**src/rtl/spi_master.sv**
```systemverilog
// SPI mode-0 master: one DATA_W-bit full-duplex transfer per accepted start, MSB first.
// Latency: start accepted in cycle 0 -> cs_n low from cycle 1, rx_valid at cycle 1+(2*DATA_W+2)*CLK_DIV.
// Backpressure: start is only sampled in IDLE; requests in any other state are dropped, never queued.
//
// Ports:
//   CLK, rst          system clock (rising edge), asynchronous active-high reset
//   start, tx_data    transfer request and the word to send (latched on acceptance)
//   busy              high from the cycle after acceptance through the DONE cycle
//   rx_data, rx_valid last received word and its one-cycle update strobe
//   sck, mosi, miso   SPI clock (CPOL=0, CPHA=0) and serial data lines
//   cs_n              active-low chip select
// DATA_W must be at least 2 and CLK_DIV must be at least 2.
module spi_master #(
    parameter int CLK_DIV = 4,
    parameter int DATA_W  = 8
) (
    input  logic              CLK,
    input  logic              rst,
    input  logic              start,
    input  logic [DATA_W-1:0] tx_data,
    output logic              busy,
    output logic [DATA_W-1:0] rx_data,
    output logic              rx_valid,
    output logic              sck,
    output logic              mosi,
    input  logic              miso,
    output logic              cs_n
);

    localparam int DIV_W  = $clog2(CLK_DIV) + 1;
    localparam int HALF_W = $clog2(2 * DATA_W) + 1;

    localparam logic [DIV_W-1:0]  DIV_LAST   = DIV_W'(CLK_DIV - 1);
    localparam logic [HALF_W-1:0] HALF_LAST  = HALF_W'(2 * DATA_W);
    localparam logic [HALF_W-1:0] FINAL_FALL = HALF_W'(2 * DATA_W - 1);

    typedef enum logic [2:0] {
        IDLE,
        SETUP,
        TRANSFER,
        HOLD,
        DONE
    } state_t;

    state_t              state;
    logic [DIV_W-1:0]    div_cnt;   // cycles left in the current half-period / phase
    logic [HALF_W-1:0]   half_idx;  // 1-based index of the half-period in progress
    logic [DATA_W-2:0]   tx_sr;     // bits still to be driven; MSB goes out directly
    logic [DATA_W-1:0]   rx_sr;

    always_ff @(posedge CLK or posedge rst) begin
        if (rst) begin
            state    <= IDLE;
            div_cnt  <= '0;
            half_idx <= '0;
            tx_sr    <= '0;
            rx_sr    <= '0;
            rx_data  <= '0;
            rx_valid <= 1'b0;
            busy     <= 1'b0;
            sck      <= 1'b0;
            mosi     <= 1'b0;
            cs_n     <= 1'b1;
        end else begin
            rx_valid <= 1'b0;
            case (state)
                IDLE: begin
                    if (start) begin
                        state   <= SETUP;
                        div_cnt <= DIV_LAST;
                        tx_sr   <= tx_data[DATA_W-2:0];
                        mosi    <= tx_data[DATA_W-1];
                        cs_n    <= 1'b0;
                        busy    <= 1'b1;
                    end
                end

                SETUP: begin
                    if (div_cnt == '0) begin
                        // First rising sck edge: slave has seen the MSB for a full half-period.
                        state    <= TRANSFER;
                        div_cnt  <= DIV_LAST;
                        half_idx <= HALF_W'(1);
                        sck      <= 1'b1;
                        rx_sr    <= {rx_sr[DATA_W-2:0], miso};
                    end else begin
                        div_cnt <= div_cnt - 1'b1;
                    end
                end

                TRANSFER: begin
                    if (div_cnt == '0) begin
                        div_cnt <= DIV_LAST;
                        if (half_idx == HALF_LAST) begin
                            state    <= HOLD;
                            half_idx <= '0;
                            sck      <= 1'b0;
                        end else begin
                            half_idx <= half_idx + 1'b1;
                            sck      <= ~sck;
                            if (!sck) begin
                                rx_sr <= {rx_sr[DATA_W-2:0], miso};
                            end else if (half_idx != FINAL_FALL) begin
                                // Falling edge: present the next bit. The last falling
                                // edge has nothing left to send, so mosi keeps its value.
                                mosi  <= tx_sr[DATA_W-2];
                                tx_sr <= tx_sr << 1;
                            end
                        end
                    end else begin
                        div_cnt <= div_cnt - 1'b1;
                    end
                end

                HOLD: begin
                    if (div_cnt == '0) begin
                        state    <= DONE;
                        cs_n     <= 1'b1;
                        mosi     <= 1'b0;
                        rx_data  <= rx_sr;
                        rx_valid <= 1'b1;
                    end else begin
                        div_cnt <= div_cnt - 1'b1;
                    end
                end

                DONE: begin
                    // busy drops on entry to IDLE so a held start restarts one cycle later.
                    state <= IDLE;
                    busy  <= 1'b0;
                end

                default: begin
                    state <= IDLE;
                    busy  <= 1'b0;
                    sck   <= 1'b0;
                    mosi  <= 1'b0;
                    cs_n  <= 1'b1;
                end
            endcase
        end
    end

endmodule

```
**config.mk**
```make
export PLATFORM = sky130hd
export DESIGN_NAME = spi_master
export DESIGN_NICKNAME = d
export VERILOG_FILES = /design/src/rtl/spi_master.sv
export SDC_FILE = /design/constraint.sdc
export NUM_CORES = 1
export LEC_CHECK = 0
export ABC_CLOCK_PERIOD_IN_PS = 3300
export BUFFER_PORTS_ARGS = -buffer_cell sky130_fd_sc_hd__buf_2
export CAP_MARGIN = 0
export CELL_PAD_IN_SITES_DETAIL_PLACEMENT = 1
export CELL_PAD_IN_SITES_GLOBAL_PLACEMENT = 1
export CORE_MARGIN = 1.5
export CORE_UTILIZATION = 42
export CTS_BUF_LIST = sky130_fd_sc_hd__clkbuf_16
export CTS_CLUSTER_SIZE = 8
export DETAILED_ROUTE_END_ITERATION = 12
export HOLD_SLACK_MARGIN = 0.06
export PLACE_DENSITY_LB_ADDON = 0.15
export RECOVER_POWER = 100
export SYNTH_ARGS = -nofsm -noshare
export SYNTH_HDL_FRONTEND = slang
export SYNTH_SLANG_ARGS = --single-unit
```
**constraint.sdc**
```tcl
create_clock -name CLK -period 3.3 [get_ports CLK]
set_input_delay 0.495 -clock CLK [delete_from_list [all_inputs] [get_ports CLK]]
set_output_delay 0.495 -clock CLK [all_outputs]
set_load 0.01 [all_outputs]
```
# ---- After elaboration in Yosys (flattened, before gate mapping)
# Cells that the tools add are included.
dict set report word_totals {
  mem_count 0
  inputBits 12
  romBits 0
  ff_bits 39
  ramBits 0
  word_cells 96
  latchBits 0
  out_inout_bits 13
}
dict set report classes {
  add_sub_neg 2
  multipliers 0
  n_reduce_logical 20
  bitwise 5
  eq_ne 16
  n_mux 42
  magnitude_cmp 0
  shift 0
  div 0
}
# operator n
set ops {}
lappend ops {{2-to-1 mux 7 bit} 5}
lappend ops {{2-to-1 mux 8 bit} 4}
lappend ops {{2-to-1 mux 3 bit} 8}
lappend ops {{!= test 2 bit (second input constant)} 10}
lappend ops {{one-hot mux 8 bit (2 select lines)} 1}
lappend ops {{2-to-1 mux 5 bit} 3}
lappend ops {{one-hot mux 7 bit (2 select lines)} 1}
lappend ops {{2-to-1 mux 1 bit} 13}
lappend ops {{one-hot mux 3 bit (4 select lines)} 1}
lappend ops {{AND reduction 3 bit} 4}
lappend ops {{one-hot mux 5 bit (2 select lines)} 1}
lappend ops {{AND reduction 5 bit} 2}
lappend ops {{one-hot mux 3 bit (3 select lines)} 1}
lappend ops {{OR reduction 3 bit} 3}
lappend ops {{AND reduction 7 bit} 1}
lappend ops {{equality test 3 x 2 -> 1 bit (second input constant)} 2}
lappend ops {{zero test 3 bit} 2}
lappend ops {{one-hot mux 1 bit (3 select lines)} 2}
lappend ops {{AND reduction 6 bit} 1}
lappend ops {{adder 5 x 1 -> 5 bit (second input constant)} 1}
lappend ops {{equality test 5 bit (second input constant)} 1}
lappend ops {{!= test 5 x 4 -> 1 bit (second input constant)} 1}
lappend ops {{inverter 1 bit} 5}
lappend ops {{one-hot mux 1 bit (4 select lines)} 1}
lappend ops {{other kinds (8)} 11}

# ---- Longest topological paths before layout
dict set report depth {
  depth_word 6
  depth_mapped 6
  depth_no_buf 6
}

# ---- Worst setup path before layout
# No wires, ideal clock.
dict set report synth_path {
  path_kind {flip-flop to flip-flop}
  startpoint {register half_idx[0]}
  endpoint {register rx_sr[0]}
  arrival_ns 1.900
  t_required_ns 3.175
  setup_slack_ns 1.275
  stages_incl_launch_ff 7
  path_cell_list {dfrtp_1 > inv_1 > ha_1 > nor4bb_1 > or3_4 > a211oi_4 > mux2_2}
}
dict set report synth_via {
  elab_chain_cells 3
}
# item line_no
set synth_rtl {}
lappend synth_rtl {{start, declared} 47} ;# logic [HALF_W-1:0] half_idx;
lappend synth_rtl {{start signal, assigned} 99} ;# half_idx <= half_idx + 1'b1;
lappend synth_rtl {{equality test 5 bit} 94} ;# if (half_idx == HALF_LAST) begin
lappend synth_rtl {{!= test 2 bit (no source line)} --}
lappend synth_rtl {{AND reduction 5 bit (no source line)} --}
lappend synth_rtl {{end signal, assigned} 85} ;# rx_sr <= {rx_sr[DATA_W-2:0], miso};
lappend synth_rtl {{end signal, assigned} 102} ;# rx_sr <= {rx_sr[DATA_W-2:0], miso};
lappend synth_rtl {{end, declared} 49} ;# logic [DATA_W-1:0] rx_sr;
# No other way between the ends.
# A chain may end at the register's enable or synchronous reset.

# ---- Final worst setup path
dict set report layout_path {
  startpoint {register half_idx[0]}
  endpoint {register rx_sr[4]}
}
# The elaborated chain is that of the path after synthesis.

==> results by stage <==
Yosys:
- The top cell type by total area after synthesis is sky130_fd_sc_hd__dfrtp_1.
- Yosys mapped a number of flops with a built-in enable equal to 0.
- The number of register bits inferred by synthesis is 39.
- By area, the combinational part of the netlist is dominated by multiplexers.
- The synthesized netlist devotes 13.7% of its cell area to simple gates.
- When the netlist entered floorplanning its net count stood at 181.
- In the synthesized netlist the dominant register cell turns out to be sky130_fd_sc_hd__dfrtp_1.
- Of the total synthesized cell area, the portion taken by full adders, half adders and majority gates is 3.31%.
- After synthesis, the cell types taking the most area are sky130_fd_sc_hd__dfrtp_1, sky130_fd_sc_hd__mux2_2, sky130_fd_sc_hd__ha_1.
- The share of the synthesized area in compound gates (AO/OA/AOI/OAI) is 9.01%.
- The number of standard cells after synthesis is 164.
- Summing every instance area after synthesis gives 1890 um^2.
- The synthesis warning total is 0.
- The mean post-synth cell area is 11.5 um^2.
- For this run, the register share of the synthesized area comes to 51.8%.
- The synthesized netlist devotes 0.928% of its cell area to XOR and XNOR gates.
- Of all flip-flops after synthesis, the portion carrying an async set or reset was 100%.
- Yosys mapped the design onto 38 distinct sky130hd cell types.
- After synthesis, the share of cell area in mux cells is 17.8%.
- Of the post-synthesis cell area, the dominant cell type holds 50.4%.

Timing:
- The final-layout setup total negative slack is 0 ps.
- The normalized max-slew margin is -40.3%.
- The fraction of the cycle the final worst path needs is 84.3%.
- The final critical-path setup slack is 519 ps.
- Setup repair after global routing left no endpoint under its margin.
- The highest clock rate is 360 MHz.
- Setup violations remaining at the end of the flow were counted as 0.
- At the pin with the least slew margin, the transition time is 2100 ps.
- The clock period minus final worst setup slack is 2780 ps.
- The final max-slew violation count is 40.
- Between clock sinks in the finished design, the worst skew comes to 9.08 ps.
- The final hold violation count is 0.

Detailed routing:
- Dividing the detail-routed wire length by the instance count gives 16.0 um.
- The number of nets with antenna violations after detailed routing is 0.
- Using the TritonRoute via totals, the vias-per-cell ratio works out to 5.38.
- The total wire length after detailed routing is 3880 um.
- After detailed routing, the number of remaining DRC violations is 0.
- The routed layout has 1,303 vias.
- The starting DRC count in detailed routing is 67.
- The first detailed-routing pass ran for 4 iterations.

Clocking:
- The clock sink count is 39.
- The total CTS buffers is 5.
- Clock-pin slew was measured on the worst setup and hold paths at 60 ps.
- The number of setup buffers added after CTS is 0.
- The tree is rooted in a sky130_fd_sc_hd__clkbuf_16.
- After clock tree synthesis, the repair step resized 0 gates.
- For this design, the CTS-stage hold fixing added 0 buffers.
- The H-tree generated during clock tree synthesis spans 2 levels.
- The later pin in the worst-skew pair is clocked with a latency of 290 ps.
- No sink is reached through more buffers than the 2 on the longest clock path.
- TritonCTS built the clock tree.

Worst setup path:
- The number of buffers and inverters on the critical path is 1.
- STA classifies the critical path startpoint as a flip-flop.
- The worst flop-to-flop path startpoint is half_idx[0].
- Traced cell by cell, the critical path runs through inv_1, ha_1, nor4bb_1, or3_1, a211oi_1, mux2_2.
- The category of the most critical setup path is flip-flop to flip-flop.
- The startpoint of the most critical setup path is half_idx[0].
- At the worst endpoint, the arrival time is 2950 ps.
- STA classifies the critical path endpoint as a flip-flop.
- The endpoint required time on the critical path is 3470 ps.
- The cell class contributing the biggest share of worst-path delay is compound AO/OA/AOI/OAI gates.
- Along the worst path, the maximum fanout reaches 8.
- The highest-delay cell along the critical path is sky130_fd_sc_hd__a211oi_1.
- For this run, the slowest stage of the critical path takes 970 ps.

Die:
- Measured along the x axis, the die boundary spans 70.0 um.
- In this run the count of I/O pins placed on the die edge is 25.
- The die height is 70.0 um.
- The count of standard-cell rows is 24.
- The core region is 4350 um^2.
- For this configuration, the core starts out at a cell density of 43.4%.
- The die covers 4910 um^2.

Power:
- The maximum VDD drop is 0.364 mV.
- The power consumption is 1.88 mW.
- The ratio of total power to cell area is 874 nW/um^2.
- The leakage power total is 0.977 nW.

Global route:
- The number of antenna violations at the first check in global routing is 0.
- The maximum number of pins on one net before global-route repair is 40.
- The via count of the first global-routing pass was 1,387.
- The first global-routing pass estimated 6710 um of wire.
- The aggregate global-route resource usage is 17.7%.
- The overflow left after global routing is 0.

Placed design:
- After legalization and detailed placement, the total HPWL measured 2790 um.
- The final RePlAce weighted congestion is 0.745.
- Timing analysis after detailed placement gives a worst setup slack of 925 ps.
- In this run, placement finished with an instance count of 234.
- Port buffering added 24 buffers.

Finish:
- The number of antenna diodes in the final layout is 0.
- The final-layout fill cell count is 481.
- The layout-stage area growth over the synthesis result is 14.0%.
- The core utilization of the finished layout is 49.5%.
- The net count reported at finish is 206.
- Cells with a size suffix above 1 make up 24.2% of the layout.
- The non-filler instance count after layout is 242.

Worst hold path:
- The startpoint identified for the worst hold timing path is miso.
- The path class of the tightest hold or removal check is input pin to flip-flop.

Status:
- The run finished, with violations left.
- The checks that failed: capacitance limit, slew limit.

Run:
- The count of max-cap constraint violations is 1.
## cells in the final DEF (no fill, tap or decap), types with 4 or more instances in the layout
master | synthesis | routed
sky130_fd_sc_hd__nand3_1 | 3 | 4
sky130_fd_sc_hd__ha_1 | 5 | 5
sky130_fd_sc_hd__o21ai_0 | 11 | 11
sky130_fd_sc_hd__nand2_1 | 10 | 10
sky130_fd_sc_hd__mux2_2 | 28 | 26
sky130_fd_sc_hd__nor2_1 | 7 | 7
sky130_fd_sc_hd__clkbuf_1 | 3 | 13
sky130_fd_sc_hd__nor3_1 | 5 | 6
sky130_fd_sc_hd__dfrtp_1 | 38 | 38
sky130_fd_sc_hd__clkbuf_16 | 0 | 5
sky130_fd_sc_hd__inv_1 | 10 | 10
sky130_fd_sc_hd__a21oi_1 | 6 | 6
sky130_fd_sc_hd__nand2b_1 | 7 | 7
sky130_fd_sc_hd__buf_2 | 3 | 12
## per-stage QoR
step,hold slack (ps),cell area (um^2)
6_report,446,2150
4_1_cts,380,2200
3_5_place_dp,458,2050
3_3_place_gp,450,2050
2_1_floorplan,440,1890
5_1_grt,451,2150
## sequential cells by signal, summed over array words and instances (netlist names), 3 cells and up
name / flops
div_cnt: 3
half_idx: 5
rx_data: 8
rx_sr: 8
state: 3
tx_sr: 7
## per-layer routing
layer | routed length (um) | vias to the layer above | global-route usage (%)
li1 | - | 630 | -
met1 | 1750 | 655 | 22.2
met2 | 2010 | 14 | 29.5
met3 | 103 | 4 | 5.63
met4 | 23 | 0 | 5.13
met5 | 0 | - | 0
## worst reg2reg max path, cell delays in order (launching register included)
cell,delay [ps]
sky130_fd_sc_hd__dfrtp_1,420
sky130_fd_sc_hd__inv_1,60
sky130_fd_sc_hd__ha_1,190
sky130_fd_sc_hd__nor4bb_1,190
sky130_fd_sc_hd__or3_1,400
sky130_fd_sc_hd__a211oi_1,970
sky130_fd_sc_hd__mux2_2,430
## cells by family after synthesis
family,after synthesis
buf+inv,17
fa+ha+maj,5
xor+xnor,2
simple gates,45
compound gates,26
mux,30
flops,39
## synthesized netlist by cell type, drive strengths merged (2+ instances only)
master / count
nand2: 10
nor3: 6
dfrtp: 38
buf: 4
or3: 2
xor2: 2
nor2: 7
clkbuf: 3
nand3: 4
nand2b: 7
mux2i: 2
mux2: 28
ha: 5
inv: 10
a21oi: 6
nor3b: 2
o21ai: 11
## worst paths after layout
path / endpoint / slack [ps] / cells past startpoint
min in group asynchronous: state[2] / 1000 / 3
worst min-delay path: rx_sr[0] / 450 / 2
worst min register to register: div_cnt[0] / 460 / 1
max in group asynchronous: mosi / 1100 / 3
worst max-delay path: rx_sr[4] / 520 / 6
worst max register to register: rx_sr[4] / 520 / 6
## area by class of cell
class | instances | area [um^2] | area share [%]
Timing Repair Buffer | 25 | 109 | 5.06
Inverter | 10 | 37.5 | 1.74
Clock inverter | 3 | 23.8 | 1.10
Multi-Input combinational cell | 108 | 816 | 37.9
Tap cell | 52 | 65.1 | 3.02
Sequential cell | 39 | 977 | 45.4
Clock buffer | 5 | 125 | 5.81
## power by group
group	internal [mW]	switching [mW]	total (mW)
Clock	0.282	0.200	0.482
Combinational	0.290	0.294	0.584
Sequential	0.648	0.168	0.816
Power figures use the tool's default switching activity.
